`config.mk`:
```
export PLATFORM = sky130hd
export DESIGN_NAME = debug_ctrl
export DESIGN_NICKNAME = d
export VERILOG_FILES = /design/src/rtl/debug_ctrl.sv
export SDC_FILE = /design/constraint.sdc
export NUM_CORES = 1
export LEC_CHECK = 0
export ABC_AREA = 1
export CAP_MARGIN = 10
export CORE_ASPECT_RATIO = 1.25
export CORE_MARGIN = 5
export CORE_UTILIZATION = 40
export DETAILED_ROUTE_END_ITERATION = 12
export GPL_TIMING_DRIVEN = 0
export MAX_ROUTING_LAYER = met4
export PLACE_DENSITY = 0.65
export SLEW_MARGIN = 20
export SYNTH_ARGS = -nofsm -noshare
export SYNTH_HDL_FRONTEND = slang
export SYNTH_SLANG_ARGS = --single-unit
```
`constraint.sdc`:
```
create_clock -name clk -period 3 [get_ports clk]
set_clock_uncertainty 0.1 [all_clocks]
set_input_delay 0.45 -clock clk [delete_from_list [all_inputs] [get_ports clk]]
set_output_delay 0.45 -clock clk [all_outputs]
set_load 0.03 [all_outputs]
```
`src/rtl/debug_ctrl.sv`:
```
// Debug controller: run / single-step / cycle-step control of a DUT core,
// with a small breakpoint table, stop-reason reporting and retire counting.
// The "running" window is the RUN/STEPI/STEPC state; cpu_halt additionally
// rises combinationally in the cycle a terminating event is seen so the DUT
// freezes without a one-cycle overrun. Retire counting and exit detection
// follow the running window, so the retire that ends a STEPI is counted.
module debug_ctrl #(
  parameter  int ADDR_W = 32,
  parameter  int NUM_BP = 4,
  parameter  int CNT_W  = 16,
  localparam int IDX_W  = (NUM_BP > 1) ? $clog2(NUM_BP) : 1
) (
  input  logic              clk,
  input  logic              reset,
  input  logic              cmd_valid,
  output logic              cmd_ready,
  input  logic [2:0]        cmd_op,
  input  logic [CNT_W-1:0]  cmd_arg,
  input  logic [ADDR_W-1:0] cmd_addr,
  input  logic              halt_req,
  input  logic [ADDR_W-1:0] dut_pc,
  input  logic              instr_retired,
  input  logic              finish_exec,
  output logic              cpu_halt,
  output logic              cmd_done,
  output logic [2:0]        stop_reason,
  output logic [IDX_W-1:0]  bp_hit_idx,
  output logic              exit_signal,
  output logic [31:0]       retired_cnt
);

  typedef enum logic [1:0] {S_IDLE, S_RUN, S_STEPI, S_STEPC} state_t;

  localparam logic [2:0] OP_RUN    = 3'd1;
  localparam logic [2:0] OP_STEPI  = 3'd2;
  localparam logic [2:0] OP_STEPC  = 3'd3;
  localparam logic [2:0] OP_SET_BP = 3'd4;
  localparam logic [2:0] OP_CLR_BP = 3'd5;

  localparam logic [2:0] RSN_NONE   = 3'd0;
  localparam logic [2:0] RSN_COUNT  = 3'd1;
  localparam logic [2:0] RSN_BP     = 3'd2;
  localparam logic [2:0] RSN_HALT   = 3'd3;
  localparam logic [2:0] RSN_FINISH = 3'd4;
  localparam logic [2:0] RSN_ERROR  = 3'd5;

  state_t                         r_state, w_next;
  logic [CNT_W-1:0]               r_rem;
  logic                           r_first;
  logic [NUM_BP-1:0]              r_bp_en;
  logic [NUM_BP-1:0][ADDR_W-1:0]  r_bp_addr;
  logic                           r_done;
  logic [2:0]                     r_reason;
  logic [IDX_W-1:0]               r_idx;
  logic                           r_exit;
  logic [31:0]                    r_cnt;

  logic                           w_active;
  logic                           w_accept;
  logic                           w_term;
  logic                           w_count_done;
  logic                           w_bp_match;
  logic [IDX_W-1:0]               w_bp_idx;
  logic                           w_bp_fire;
  logic                           w_slot_ok;
  logic [IDX_W-1:0]               w_slot;

  assign w_active  = (r_state != S_IDLE);
  // The first running cycle ignores matches so a resume from a breakpoint PC moves on.
  assign w_bp_fire = w_active && !r_first && w_bp_match;
  assign w_slot_ok = (cmd_arg < CNT_W'(NUM_BP));
  assign w_slot    = cmd_arg[IDX_W-1:0];

  assign cmd_done    = r_done;
  assign stop_reason = r_reason;
  assign bp_hit_idx  = r_idx;
  assign exit_signal = r_exit;
  assign retired_cnt = r_cnt;

  // Breakpoint compare: scan high to low so the lowest matching slot wins.
  always_comb begin
    w_bp_match = 1'b0;
    w_bp_idx   = '0;
    for (int i = NUM_BP - 1; i >= 0; i--) begin
      if (r_bp_en[i] && (r_bp_addr[i] == dut_pc)) begin
        w_bp_match = 1'b1;
        w_bp_idx   = IDX_W'(i);
      end
    end
  end

  // State register.
  always_ff @(posedge clk) begin
    if (reset) r_state <= S_IDLE;
    else       r_state <= w_next;
  end

  // Next state, handshake, termination detect and freeze output.
  always_comb begin
    w_next       = r_state;
    w_accept     = 1'b0;
    w_term       = 1'b0;
    w_count_done = 1'b0;
    cmd_ready    = 1'b0;
    cpu_halt     = 1'b1;
    case (r_state)
      S_IDLE: begin
        cmd_ready = 1'b1;
        w_accept  = cmd_valid;
        // After end-of-program, run commands are acknowledged but never leave IDLE.
        if (cmd_valid && !r_exit) begin
          case (cmd_op)
            OP_RUN:   w_next = S_RUN;
            OP_STEPI: w_next = S_STEPI;
            OP_STEPC: w_next = S_STEPC;
            default:  w_next = S_IDLE;
          endcase
        end
      end
      S_STEPI: w_count_done = instr_retired && (r_rem == CNT_W'(1));
      S_STEPC: w_count_done = (r_rem == CNT_W'(1));
      default: w_count_done = 1'b0;
    endcase
    if (w_active) begin
      w_term   = finish_exec || halt_req || w_bp_fire || w_count_done;
      cpu_halt = w_term;
      if (w_term) w_next = S_IDLE;
    end
  end

  // Datapath: breakpoint table, step counter, status and counters.
  always_ff @(posedge clk) begin
    if (reset) begin
      r_rem     <= '0;
      r_first   <= 1'b0;
      r_bp_en   <= '0;
      r_bp_addr <= '0;
      r_done    <= 1'b0;
      r_reason  <= RSN_NONE;
      r_idx     <= '0;
      r_exit    <= 1'b0;
      r_cnt     <= '0;
    end else begin
      r_done  <= w_accept || w_term;
      r_first <= 1'b0;
      if (w_active) begin
        if (instr_retired) r_cnt <= r_cnt + 32'd1;
        if (finish_exec)   r_exit <= 1'b1;
        if (w_term) begin
          if (finish_exec)    r_reason <= RSN_FINISH;
          else if (halt_req)  r_reason <= RSN_HALT;
          else if (w_bp_fire) begin
            r_reason <= RSN_BP;
            r_idx    <= w_bp_idx;
          end else            r_reason <= RSN_COUNT;
        end else if ((r_state == S_STEPC) || ((r_state == S_STEPI) && instr_retired)) begin
          r_rem <= r_rem - 1'b1;
        end
      end
      if (w_accept) begin
        r_idx <= '0;
        case (cmd_op)
          OP_RUN, OP_STEPI, OP_STEPC: begin
            if (r_exit) r_reason <= RSN_FINISH;
            else begin
              r_reason <= RSN_NONE;
              r_rem    <= (cmd_arg == '0) ? CNT_W'(1) : cmd_arg;
              r_first  <= 1'b1;
            end
          end
          OP_SET_BP, OP_CLR_BP: begin
            if (w_slot_ok) begin
              r_reason         <= RSN_NONE;
              r_bp_en[w_slot]  <= (cmd_op == OP_SET_BP);
              if (cmd_op == OP_SET_BP) r_bp_addr[w_slot] <= cmd_addr;
            end else begin
              r_reason <= RSN_ERROR;
            end
          end
          default: r_reason <= RSN_ERROR;
        endcase
      end
    end
  end

endmodule

```
==> impl_metrics.tcl <==
set metrics [dict create \
    gp_congestion 0.969 \
    hp-class "reg2reg" \
    ctsHoldBuffers 0 \
    die_w_um 150 \
    synth_top_family_by_area "simple AND/OR/NAND/NOR gates" \
    io_buffers 127 \
    synth_adder_area_share 0.00381 \
    crit_chain "xnor2_2, nand3_1, nor2_1, nand3_1, nor2_2, nor2_2, nand2_4, a21oi_4, buf_6, nand2_1, buf_4" \
    fp-row-count 64 \
    cts_tree "built" \
    drt-initial-drc-count 701 \
    synthTopCellsByArea "dfxtp_1 39%, nand2_1 13%, a21oi_1 8.3%" \
    fmax_mhz 336 \
    dr_total_vias 10395 \
    crit_path_max_fanout 10 \
    max_stage_delay_ns 0.35 \
    ios 130 \
    synth.largest_area_cell "dfxtp_1" \
    dp_slack_ns -0.998 \
    leakage_nw 4.74 \
    switching_share 0.283 \
    synth-simple-area-share 0.273 \
    cp.buffers_inverters 2 \
    postSynthAreaPerCell_sq_um 6.54 \
    clk_latency_ns 0.45 \
    cts_made_buffers 17 \
    drcViolationCount 0 \
    ys_dominant_reg_cell "dfxtp_1" \
    p_int_w 0.00396 \
    slew_viol_final 0 \
    antenna_found_initial 3 \
    dieArea_sq_um 27900 \
    final_hold_viol_count 0 \
    grt_pass1_wl_mm 55.6 \
    setup_slack_ns 0.0221 \
    fp.coreArea_sq_um 24400 \
    wl_met1_mm 14.5 \
    final_area_sq_um 12200 \
    finalSetupViolCount 0 \
    synthMuxAreaShare 0 \
    dieHeight_um 186 \
    yosysMostFrequentCell "nand2_1" \
    layout-drive-gt1-share 0.0939 \
    cts-root-buf "clkbuf_16" \
    switchingPower_w 0.00157 \
    synth_warnings 0 \
    cp.arrival_ns 2.43 \
    cts.clk_slew.worst_paths_ns 0.07 \
    pwr-share-clk 0.425 \
    max_cap_viol_count 0 \
    hold_ws_ns 0.359 \
    grt_max_degree 20 \
    syn_area_sq_um 9860 \
    dp_hpwl_mm 28.0 \
    power_frac_comb 0.112 \
    post-route-min-period_ns 2.98 \
    drt-pass1-iter-count 7 \
    wl_met3_mm 2.56 \
    synth-seq-area-share 0.386 \
    grt_util_all_layers 0.272 \
    place_area_sq_um 11500 \
    peakVddDrop_uv 367 \
    status "finished clean" \
    cpMaxStageDelayCell "dfxtp_1" \
    tightestPinTransition_ns 0.785 \
    power-per-cell-area_nw_per_um2 452 \
    routed.top_layer "met4" \
    cts_buffer_depth 2 \
    setup.worst_path.class "reg2out" \
    final_nets 1751 \
    grt-ovfl-total 0 \
    seq_power_share 0.464 \
    grt_pass1_vias 9871 \
    end_kind "primary output" \
    viasPerCell 5.18 \
    start_util 0.404 \
    drtAntennaViolNets 0 \
    netlist-cell-type-count 40 \
    synth_common_cells "330 x nand2_1, 212 x inv_1, 190 x dfxtp_1" \
    syn_inst 1509 \
    cts.sinks 190 \
    p_total_w 0.00553 \
    path_delay_family "simple AND/OR/NAND/NOR gates" \
    ys_async_sr_fraction 0 \
    area_growth_pct 24.0 \
    wl_mm 36.9 \
    min_period_over_period 0.993 \
    synth_compound_area_frac 0.194 \
    synthXorXnorAreaFrac 0.0186 \
    worstSetupStartpointType "flip-flop" \
    cp.required_ns 2.45 \
    syn-num-nets 1601 \
    htree_levels 4 \
    routedWlPerCell_um 18.4 \
    synth_edf_count 0 \
    synth_top_area_share 0.386 \
    ys_ff_latch 190 \
    max-slew-margin-rel 0.476 \
    wl_met2_mm 17.9 \
]
path summary, 6_finish.rpt:
check	cells past startpoint	endpoint	start	slack (ns)
setup reg to reg	9	retired_cnt[28]$_SDFFE_PP0P_	retired_cnt[1]$_SDFFE_PP0P_	0.60
hold reg to reg	2	r_bp_addr[84]$_SDFFE_PP0P_	r_bp_addr[84]$_SDFFE_PP0P_	0.36
hold / removal	2	r_bp_addr[84]$_SDFFE_PP0P_	r_bp_addr[84]$_SDFFE_PP0P_	0.36
setup / recovery	11	cpu_halt	r_bp_addr[52]$_SDFFE_PP0P_	0.02
final cells by class:
cell class | instances | area (sq um)
Buffer | 55 | 319
Timing Repair Buffer | 131 | 1240
Clock inverter | 15 | 173
Multi-Input combinational cell | 1020 | 4930
Sequential cell | 190 | 3800
Tap cell | 330 | 413
Antenna cell | 3 | 7.51
Clock buffer | 17 | 425
Fill cell | 2493 | 12200
Inverter | 244 | 917
through the flow:
step                TNS [ns]  instances  utilization
finish                     0       2005        0.501
global route         -0.0171       2005        0.501
CTS                        0       2001        0.500
detailed placement     -4.75       1966        0.473
global placement       -4.66       1966        0.473
floorplan                  0       1509            -
power by group through the flow:
stage | clock [W] | sequential [W] | combinational [W]
4_1_cts | 0.00238 | 0.00256 | 0.000610
2_1_floorplan | 0 | 0.00263 | 0.000294
3_5_place_dp | 0 | 0.00262 | 0.000612
6_report | 0.00235 | 0.00256 | 0.000617
5_1_grt | 0.00247 | 0.00257 | 0.000677
3_3_place_gp | 0 | 0.00262 | 0.000612
cells in the final DEF, fill, tap and decap left out, types with 4 or more instances in the layout:
| cell type | synthesis | routed |
|---|---|---|
| nand3_1 | 52 | 51 |
| xor2_1 | 10 | 10 |
| inv_6 | 0 | 4 |
| buf_4 | 2 | 6 |
| dfxtp_1 | 190 | 189 |
| inv_8 | 0 | 4 |
| nand2_2 | 1 | 4 |
| nand3b_1 | 5 | 5 |
| inv_1 | 212 | 209 |
| a21oi_1 | 163 | 162 |
| nor3_2 | 4 | 4 |
| inv_2 | 31 | 34 |
| buf_2 | 16 | 16 |
| o21ai_1 | 39 | 42 |
| o211ai_1 | 4 | 4 |
| clkbuf_16 | 0 | 17 |
| nor4_1 | 8 | 8 |
| clkdlybuf4s50_1 | 0 | 96 |
| clkbuf_1 | 25 | 25 |
| buf_6 | 9 | 10 |
| clkbuf_2 | 2 | 10 |
| nor2_2 | 8 | 15 |
| nor2_4 | 3 | 8 |
| nand2_1 | 330 | 327 |
| nor2_1 | 151 | 139 |
| nor3_1 | 20 | 20 |
| o21ai_0 | 159 | 153 |
| xnor2_1 | 11 | 10 |
| dlygate4sd2_1 | 0 | 18 |
| clkdlybuf4s15_1 | 0 | 4 |
| nand4_1 | 28 | 28 |
| nor3b_1 | 4 | 4 |
worst register-to-register path, stage by stage (launching register included):
cell and delay [ns]:
dfxtp_1 0.39, ha_1 0.19, nand3_1 0.11, nor3_1 0.21, nand3_1 0.17, nor4_1 0.36
nand3_1 0.21, nor4_1 0.31, a21oi_1 0.11, o21a_1 0.13
registers in the layout, indices dropped and copies added, names as in the netlist:
name,cells
r_bp_addr,128
retired_cnt,32
r_rem,16
r_bp_en,4
stop_reason,3
bp_hit_idx,2
r_state,2
cmd_done,1
exit_signal,1
r_first,1
what timing repair did:
item	CTS	global route
pin swaps	6	7
setup endpoints to repair	1	1
buffers inserted	3	1
cloned	0	0
gates resized for setup	63	32
logic make-up after synthesis:
kind of cell    after synthesis
compound gates              374
xor+xnor                     21
fa+ha+maj                     3
buf+inv                     299
flops                       190
simple gates                622
routing by layer:
layer / vias up / global-route usage
li1: 5152 / -
met1: 4730 / 0.306
met2: 421 / 0.459
met3: 92 / 0.0468
met4: 0 / 0.149
met5: - / -
(Power assumes the default switching activity.)
